<file path="src/rtl/as_pack.sv">
// rtl/as_pack.sv - shared widths and arbiter enums for the as_* data-memory path
package as_pack;

  localparam int dmem_addr_width = 10;
  localparam int reg_width       = 64;

  typedef enum logic [1:0] {
    ARB_IDLE   = 2'd0,
    ARB_RD_CPU = 2'd1,
    ARB_RD_DMA = 2'd2
  } as_arb_state_t;

  typedef enum logic {
    ARB_CPU = 1'b0,
    ARB_DMA = 1'b1
  } as_arb_owner_t;

endpackage

</file>
<file path="src/rtl/as_dmem_arb_sel.sv">
// rtl/as_dmem_arb_sel.sv - combinational one-hot grant selector (AS_DMEM_ARB_RR_EN selects round-robin)
module as_dmem_arb_sel
  import as_pack::*;
(
  input  logic rst_i,
  input  logic cpu_req_i,
  input  logic dma_req_i,
  input  logic last_grant_i,
  output logic cpu_gnt_o,
  output logic dma_gnt_o
);

`ifdef AS_DMEM_ARB_RR_EN
  // Tie goes to whoever was not granted last; a sole requester always wins.
  always_comb begin
    cpu_gnt_o = 1'b0;
    dma_gnt_o = 1'b0;
    if (!rst_i) begin
      if (cpu_req_i && dma_req_i) begin
        if (last_grant_i == ARB_CPU) dma_gnt_o = 1'b1;
        else                         cpu_gnt_o = 1'b1;
      end else begin
        cpu_gnt_o = cpu_req_i;
        dma_gnt_o = dma_req_i;
      end
    end
  end
`else
  // Fixed priority: the CPU always wins a tie.
  always_comb begin
    cpu_gnt_o = 1'b0;
    dma_gnt_o = 1'b0;
    if (!rst_i) begin
      cpu_gnt_o = cpu_req_i;
      dma_gnt_o = dma_req_i && !cpu_req_i;
    end
  end

  logic unused_last_grant;
  assign unused_last_grant = last_grant_i;
`endif

endmodule

</file>
<file path="src/rtl/as_dmem_arb.sv">
// rtl/as_dmem_arb.sv - CPU/DMA arbiter for as_dmem (AS_DMEM_ARB_RR_EN enables round-robin)
module as_dmem_arb
  import as_pack::*;
(
  input  logic                       clk_i,
  input  logic                       rst_i,
  input  logic                       cpu_req_i,
  input  logic                       cpu_we_i,
  input  logic [dmem_addr_width-1:0] cpu_addr_i,
  input  logic [6:0]                 cpu_opcode_i,
  input  logic [2:0]                 cpu_func3_i,
  input  logic [reg_width-1:0]       cpu_wdata_i,
  output logic                       cpu_gnt_o,
  output logic                       cpu_rvalid_o,
  output logic [reg_width-1:0]       cpu_rdata_o,
  input  logic                       dma_req_i,
  input  logic                       dma_we_i,
  input  logic [dmem_addr_width-1:0] dma_addr_i,
  input  logic [6:0]                 dma_opcode_i,
  input  logic [2:0]                 dma_func3_i,
  input  logic [reg_width-1:0]       dma_wdata_i,
  output logic                       dma_gnt_o,
  output logic                       dma_rvalid_o,
  output logic [reg_width-1:0]       dma_rdata_o,
  output logic [dmem_addr_width-1:0] mem_addr_o,
  output logic                       mem_wrEn_o,
  output logic                       mem_rdEn_o,
  output logic [6:0]                 mem_opcode_o,
  output logic [2:0]                 mem_func3_o,
  output logic [reg_width-1:0]       mem_data_o,
  input  logic [reg_width-1:0]       mem_data_i
);

  logic          cpu_gnt;
  logic          dma_gnt;
  logic          last_grant;
  as_arb_state_t state_q, state_d;

`ifdef AS_DMEM_ARB_RR_EN
  as_arb_owner_t last_grant_q, last_grant_d;

  // Remember the most recent winner so the next tie goes the other way.
  always_comb begin
    last_grant_d = last_grant_q;
    if (cpu_gnt)      last_grant_d = ARB_CPU;
    else if (dma_gnt) last_grant_d = ARB_DMA;
  end

  // Last-grant register; resets to DMA so the CPU takes the first tie.
  always_ff @(posedge clk_i) begin
    if (rst_i) last_grant_q <= ARB_DMA;
    else       last_grant_q <= last_grant_d;
  end

  assign last_grant = last_grant_q;
`else
  assign last_grant = ARB_DMA;
`endif

  as_dmem_arb_sel u_sel (
    .rst_i        (rst_i),
    .cpu_req_i    (cpu_req_i),
    .dma_req_i    (dma_req_i),
    .last_grant_i (last_grant),
    .cpu_gnt_o    (cpu_gnt),
    .dma_gnt_o    (dma_gnt)
  );

  assign cpu_gnt_o = cpu_gnt;
  assign dma_gnt_o = dma_gnt;

  // Forward the winner's fields to the memory; idle bus is all zeros.
  always_comb begin
    mem_addr_o   = '0;
    mem_wrEn_o   = 1'b0;
    mem_rdEn_o   = 1'b0;
    mem_opcode_o = '0;
    mem_func3_o  = '0;
    mem_data_o   = '0;
    if (cpu_gnt) begin
      mem_addr_o   = cpu_addr_i;
      mem_wrEn_o   = cpu_we_i;
      mem_rdEn_o   = !cpu_we_i;
      mem_opcode_o = cpu_opcode_i;
      mem_func3_o  = cpu_func3_i;
      mem_data_o   = cpu_wdata_i;
    end else if (dma_gnt) begin
      mem_addr_o   = dma_addr_i;
      mem_wrEn_o   = dma_we_i;
      mem_rdEn_o   = !dma_we_i;
      mem_opcode_o = dma_opcode_i;
      mem_func3_o  = dma_func3_i;
      mem_data_o   = dma_wdata_i;
    end
  end

  // Pending-read owner: set by this cycle's load grant, steers next cycle's read data.
  always_comb begin
    state_d      = ARB_IDLE;
    cpu_rvalid_o = 1'b0;
    dma_rvalid_o = 1'b0;
    cpu_rdata_o  = '0;
    dma_rdata_o  = '0;
    if (cpu_gnt && !cpu_we_i)      state_d = ARB_RD_CPU;
    else if (dma_gnt && !dma_we_i) state_d = ARB_RD_DMA;
    case (state_q)
      ARB_RD_CPU: begin
        cpu_rvalid_o = 1'b1;
        cpu_rdata_o  = mem_data_i;
      end
      ARB_RD_DMA: begin
        dma_rvalid_o = 1'b1;
        dma_rdata_o  = mem_data_i;
      end
      default: ;
    endcase
  end

  // Read-owner state register.
  always_ff @(posedge clk_i) begin
    if (rst_i) state_q <= ARB_IDLE;
    else       state_q <= state_d;
  end

endmodule

</file>
<file path="config.mk">
export PLATFORM = sky130hd
export DESIGN_NAME = as_dmem_arb
export DESIGN_NICKNAME = d
export VERILOG_FILES = /design/src/rtl/as_pack.sv /design/src/rtl/as_dmem_arb_sel.sv /design/src/rtl/as_dmem_arb.sv
export SDC_FILE = /design/constraint.sdc
export NUM_CORES = 1
export LEC_CHECK = 0
export CAP_MARGIN = 30
export CORE_AREA = 5 5 173 175
export CTS_CLUSTER_SIZE = 40
export DETAILED_ROUTE_END_ITERATION = 10
export DIE_AREA = 0 0 178 180
export PLACE_DENSITY = 0.45
export SETUP_SLACK_MARGIN = 0.5
export SYNTH_ARGS = -nofsm -noshare
export SYNTH_HDL_FRONTEND = slang
export SYNTH_SLANG_ARGS = --single-unit
</file>
<file path="constraint.sdc">
create_clock -name clk_i -period 1.3 [get_ports clk_i]
set_clock_uncertainty 0.15 [all_clocks]
set_input_delay 0.26 -clock clk_i [delete_from_list [all_inputs] [get_ports clk_i]]
set_output_delay 0.26 -clock clk_i [all_outputs]
set_load 0.01 [all_outputs]
</file>
==> flow_summary.html, run 1 <==
<table>
<tr><th>Metric</th><th>Value</th></tr>
<tr><th colspan="2">Job</th></tr>
<tr><td>Number of maximum-capacitance constraint violations</td><td>0</td></tr>
<tr><th colspan="2">Finish</th></tr>
<tr><td>Flip-flop count of the largest register after layout</td><td>2</td></tr>
<tr><td>Synth-to-Final Area Change</td><td>298%</td></tr>
<tr><td>Largest registers</td><td>state_q: 2 flops</td></tr>
<tr><td>Number of nets at the end of the flow</td><td>1241</td></tr>
<tr><td>Sequential cell area</td><td>42.5 sq um</td></tr>
<tr><td>Area of the multi-input gates</td><td>2960 sq um</td></tr>
<tr><td>Register with the most flip-flops</td><td>state_q</td></tr>
<tr><td># fillers</td><td>about 3000</td></tr>
<tr><td>Share of final-layout standard cells stronger than drive strength 1</td><td>0.585</td></tr>
<tr><th colspan="2">Routing</th></tr>
<tr><td>First-iteration detailed-routing DRC count</td><td>about 140</td></tr>
<tr><td>Average routed wire per standard cell</td><td>19.7 um</td></tr>
<tr><td>Final antenna-violating net count</td><td>0</td></tr>
<tr><td>Detailed-router iteration count before antenna repair</td><td>4</td></tr>
<tr><td>Via count of the routed design</td><td>about 5400</td></tr>
<tr><td>Total length of routed wires</td><td>27.4 mm</td></tr>
<tr><td>DRC</td><td>0</td></tr>
<tr><td>Via density</td><td>3.85</td></tr>
<tr><th colspan="2">Synth</th></tr>
<tr><td>Total nets after synthesis</td><td>684</td></tr>
<tr><td>Synth cell types</td><td>16</td></tr>
<tr><td>Count of yosys warnings during synthesis</td><td>0</td></tr>
<tr><td>Number of register bits inferred by synthesis</td><td>2</td></tr>
<tr><td>Post-synthesis instance total</td><td>around 450</td></tr>
<tr><td>Post-Synthesis Mean Instance Area</td><td>roughly 5.7 sq um</td></tr>
<tr><td>Part of the Yosys area used for sequential elements</td><td>0.0157</td></tr>
<tr><td>Post-synthesis instance area</td><td>2540 sq um</td></tr>
<tr><th colspan="2">Floorplanning</th></tr>
<tr><td>Core footprint</td><td>28300 sq um</td></tr>
<tr><td>Standard-cell rows</td><td>62</td></tr>
<tr><td>Starting density of the core</td><td>0.0898</td></tr>
<tr><td>Chip height</td><td>roughly 180 um</td></tr>
<tr><td>Die area</td><td>32000 sq um</td></tr>
<tr><td>Count of boundary I/O pins</td><td>456</td></tr>
<tr><td>Overall die width</td><td>178 um</td></tr>
<tr><th colspan="2">Power</th></tr>
<tr><td>Switching power as a share of total power</td><td>0.332</td></tr>
<tr><td>Internal power summed over all cells</td><td>0.00217 W</td></tr>
<tr><td>Net switching power of the design</td><td>0.00108 W</td></tr>
<tr><td>Leakage power</td><td>4.52 nW</td></tr>
<tr><td>Proportion of power drawn by combinational gates</td><td>0.839</td></tr>
<tr><td>Total design power</td><td>roughly 0.0033 W</td></tr>
<tr><td>Power per cell area</td><td>321 nW/um^2</td></tr>
<tr><td>Share of total power in sequential cells</td><td>0.020</td></tr>
<tr><td>Clock share of power</td><td>0.141</td></tr>
<tr><td>Worst IR drop on VDD</td><td>0.185 mV</td></tr>
<tr><th colspan="2">Clock network</th></tr>
<tr><td>Number of buffers added to fix hold violations after cts</td><td>0</td></tr>
<tr><td>CTS sink count</td><td>2</td></tr>
<tr><td>Count of H-tree levels built during CTS</td><td>1</td></tr>
<tr><td>CTS buffer count</td><td>3</td></tr>
<tr><td>TritonCTS clock tree</td><td>built</td></tr>
<tr><td>Number of buffers on the longest clock path</td><td>2</td></tr>
<tr><td>Clock Pin Slew Worst Setup and Hold Paths</td><td>0.03 ns</td></tr>
<tr><td>Clk Tree Root Cell</td><td>clkbuf_16</td></tr>
<tr><th colspan="2">Timing</th></tr>
<tr><td>Count of pins over their slew limit</td><td>0</td></tr>
<tr><td>Post-route fraction of the period consumed by the critical path</td><td>1.40</td></tr>
<tr><td>Normalized max-slew margin</td><td>0.805</td></tr>
<tr><td>Post-layout worst setup margin</td><td>-0.524 ns</td></tr>
<tr><td>Least-Margin Pin Slew</td><td>0.292 ns</td></tr>
<tr><td>Final hold violation count</td><td>0</td></tr>
<tr><td>Final Critical Period</td><td>1.82 ns</td></tr>
<tr><td>Total of endpoints with negative setup slack in the final report</td><td>218</td></tr>
<tr><td>Fmax achieved</td><td>548 MHz</td></tr>
<tr><td>Aggregate negative setup slack</td><td>-90.11 ns</td></tr>
<tr><td>Setup repair after global routing missed its margin</td><td>true</td></tr>
<tr><th colspan="2">Run status</th></tr>
<tr><td>Run status</td><td>finished, violations left</td></tr>
<tr><td>Violated checks</td><td>negative setup slack</td></tr>
<tr><th colspan="2">Setup path</th></tr>
<tr><td>Arrival time reported for the critical path endpoint</td><td>1.41 ns</td></tr>
<tr><td>Critical-path maximum fanout</td><td>8</td></tr>
<tr><td>Endpoint required time on the critical path</td><td>0.89 ns</td></tr>
<tr><td>Worst Setup Start Kind</td><td>flip-flop</td></tr>
<tr><td>CP Class</td><td>flip-flop to output port</td></tr>
<tr><td>Capturing element type of the critical path</td><td>output port</td></tr>
<tr><th colspan="2">GRT</th></tr>
<tr><td>Via count of the first global-routing pass</td><td>about 5600</td></tr>
<tr><td>Antenna violations before repair</td><td>7</td></tr>
<tr><td>Final global-route overflow total</td><td>0</td></tr>
<tr><td>Global-route wire length before repair</td><td>around 37 mm</td></tr>
<tr><td>Total global routing track utilization</td><td>0.152</td></tr>
<tr><td>Maximum number of pins on one net before global-route repair</td><td>27</td></tr>
<tr><th colspan="2">Min path</th></tr>
<tr><td>Number of cells on the worst hold path</td><td>3</td></tr>
<tr><td>Path type of the worst min-delay path</td><td>input pin to flip-flop</td></tr>
<tr><td>Worst hold endpoint</td><td>state_q[1]</td></tr>
<tr><td>Startpoint of the worst hold path</td><td>rst_i</td></tr>
<tr><th colspan="2">Place</th></tr>
<tr><td>Gp weighted congestion</td><td>0.798</td></tr>
<tr><td>Buffers on Ports</td><td>455</td></tr>
<tr><td>Sum of net half-perimeters after detailed placement</td><td>19.3 mm</td></tr>
<tr><td>Post-Place Worst Slack</td><td>-0.871 ns</td></tr>
</table>
[worst max-delay path: stages (launching register included)]
cell	delay (ns)
dfxtp_2	0.34
nor2b_4	0.21
buf_12	0.13
buf_12	0.13
buf_16	0.14
and2_4	0.15
buf_6	0.09
[cell families after synthesis]
family,synth area share
compound gates,0.170
buf+inv,0.104
flops,0.0157
simple gates,0.710
[how the worst max path moves through the flow]
stage                    startpoint              end  slack (ns)  depth (start not counted)
finish                   state_q[0]  cpu_rdata_o[35]       -0.52                          6
global route             state_q[0]  cpu_rdata_o[35]       -0.57                          6
CTS                      state_q[0]  cpu_rdata_o[17]       -0.53                          6
detailed placement  dma_wdata_i[49]   mem_data_o[49]       -0.87                          4
global placement    dma_wdata_i[49]   mem_data_o[49]       -0.90                          4
floorplan                     rst_i   mem_data_o[38]       -0.04                          4
[layout by cell type (no fill, tap or decap), drive strengths merged]
cell             n
buf            365
clkbuf           8
nand2           85
dlygate4sd2     31
dfxtp            2
nand3b          85
o21bai           1
nor2b            3
nand2b           1
clkdlybuf4s50  202
diode            3
dlymetal6s2s     1
a21oi           85
nor2             2
nor3b            1
or2              1
and2           128
[per-layer routing]
metal	vias to the layer above	part of all wire	GRT usage	wire, um
li1	2597	-	-	-
met1	2460	0.35	0.154	9590
met2	267	0.55	0.307	15100
met3	24	0.082	0.0433	2230
met4	2	0.016	0.0244	425
met5	-	0.00044	0	12
[timing repair]
action                                  4_1_cts  5_1_grt
setup buffers                                51       20
gates cloned                                 25        5
gates resized for setup                    1125      241
endpoints found under the setup margin      220      220
pin swaps                                   141       81
[power by group through the flow]
| stage | Sequential (W) | Clock [W] | Combinational (W) |
|---|---|---|---|
| 2_1_floorplan | 0.0000654 | 0 | 0.000671 |
| 5_1_grt | 0.0000668 | 0.000473 | 0.00289 |
| 3_5_place_dp | 0.0000668 | 0 | 0.00210 |
| 3_3_place_gp | 0.0000668 | 0 | 0.00210 |
| 4_1_cts | 0.0000665 | 0.000467 | 0.00248 |
| 6_report | 0.0000666 | 0.000457 | 0.00273 |
[per-stage QoR]
| stage | hold slack [ns] | util | std cells | area, sq um |
|---|---|---|---|---|
| after floorplan | 0.194 | - | 446 | 2800 |
| after global placement | 0.512 | 0.281 | 1281 | 7950 |
| after detailed placement | 0.511 | 0.281 | 1281 | 7950 |
| after CTS | 0.333 | 0.318 | 1360 | 9000 |
| after global routing | 0.346 | 0.358 | 1388 | 10100 |
| final | 0.314 | 0.358 | 1388 | 10100 |
[area by class of cell]
class,instances,share of cell area
Multi-Input combinational cell,392,0.292
Tap cell,384,0.0475
Antenna cell,3,0.000741
Timing Repair Buffer,604,0.648
Clock buffer,3,0.00741
Sequential cell,2,0.00420
[Yosys cell counts (all sizes together)]
library cell    n  area, sq um
nor2            2         7.51
buf            33          186
nand2b          1         6.26
or2             1         6.26
o21bai          1         7.51
clkbuf         19         78.8
nor2b           3         18.8
nand2          85          319
and2          128          801
nor3b           1         7.51
a21oi          85          425
nand3b         85          638
dfxtp           2         40.0
(Power assumes the default switching activity.)
==> run 2, diff against run 1 <==
--- a/config.mk
+++ b/config.mk
@@ -5,7 +5,7 @@
 export SDC_FILE = /design/constraint.sdc
 export NUM_CORES = 1
 export LEC_CHECK = 0
-export CAP_MARGIN = 30
+export CAP_MARGIN = 5
 export CORE_AREA = 5 5 173 175
 export CTS_CLUSTER_SIZE = 40
 export DETAILED_ROUTE_END_ITERATION = 10
==> results of run 2 <==
No change in the layout: final DEF, timing and power equal those of run 1.
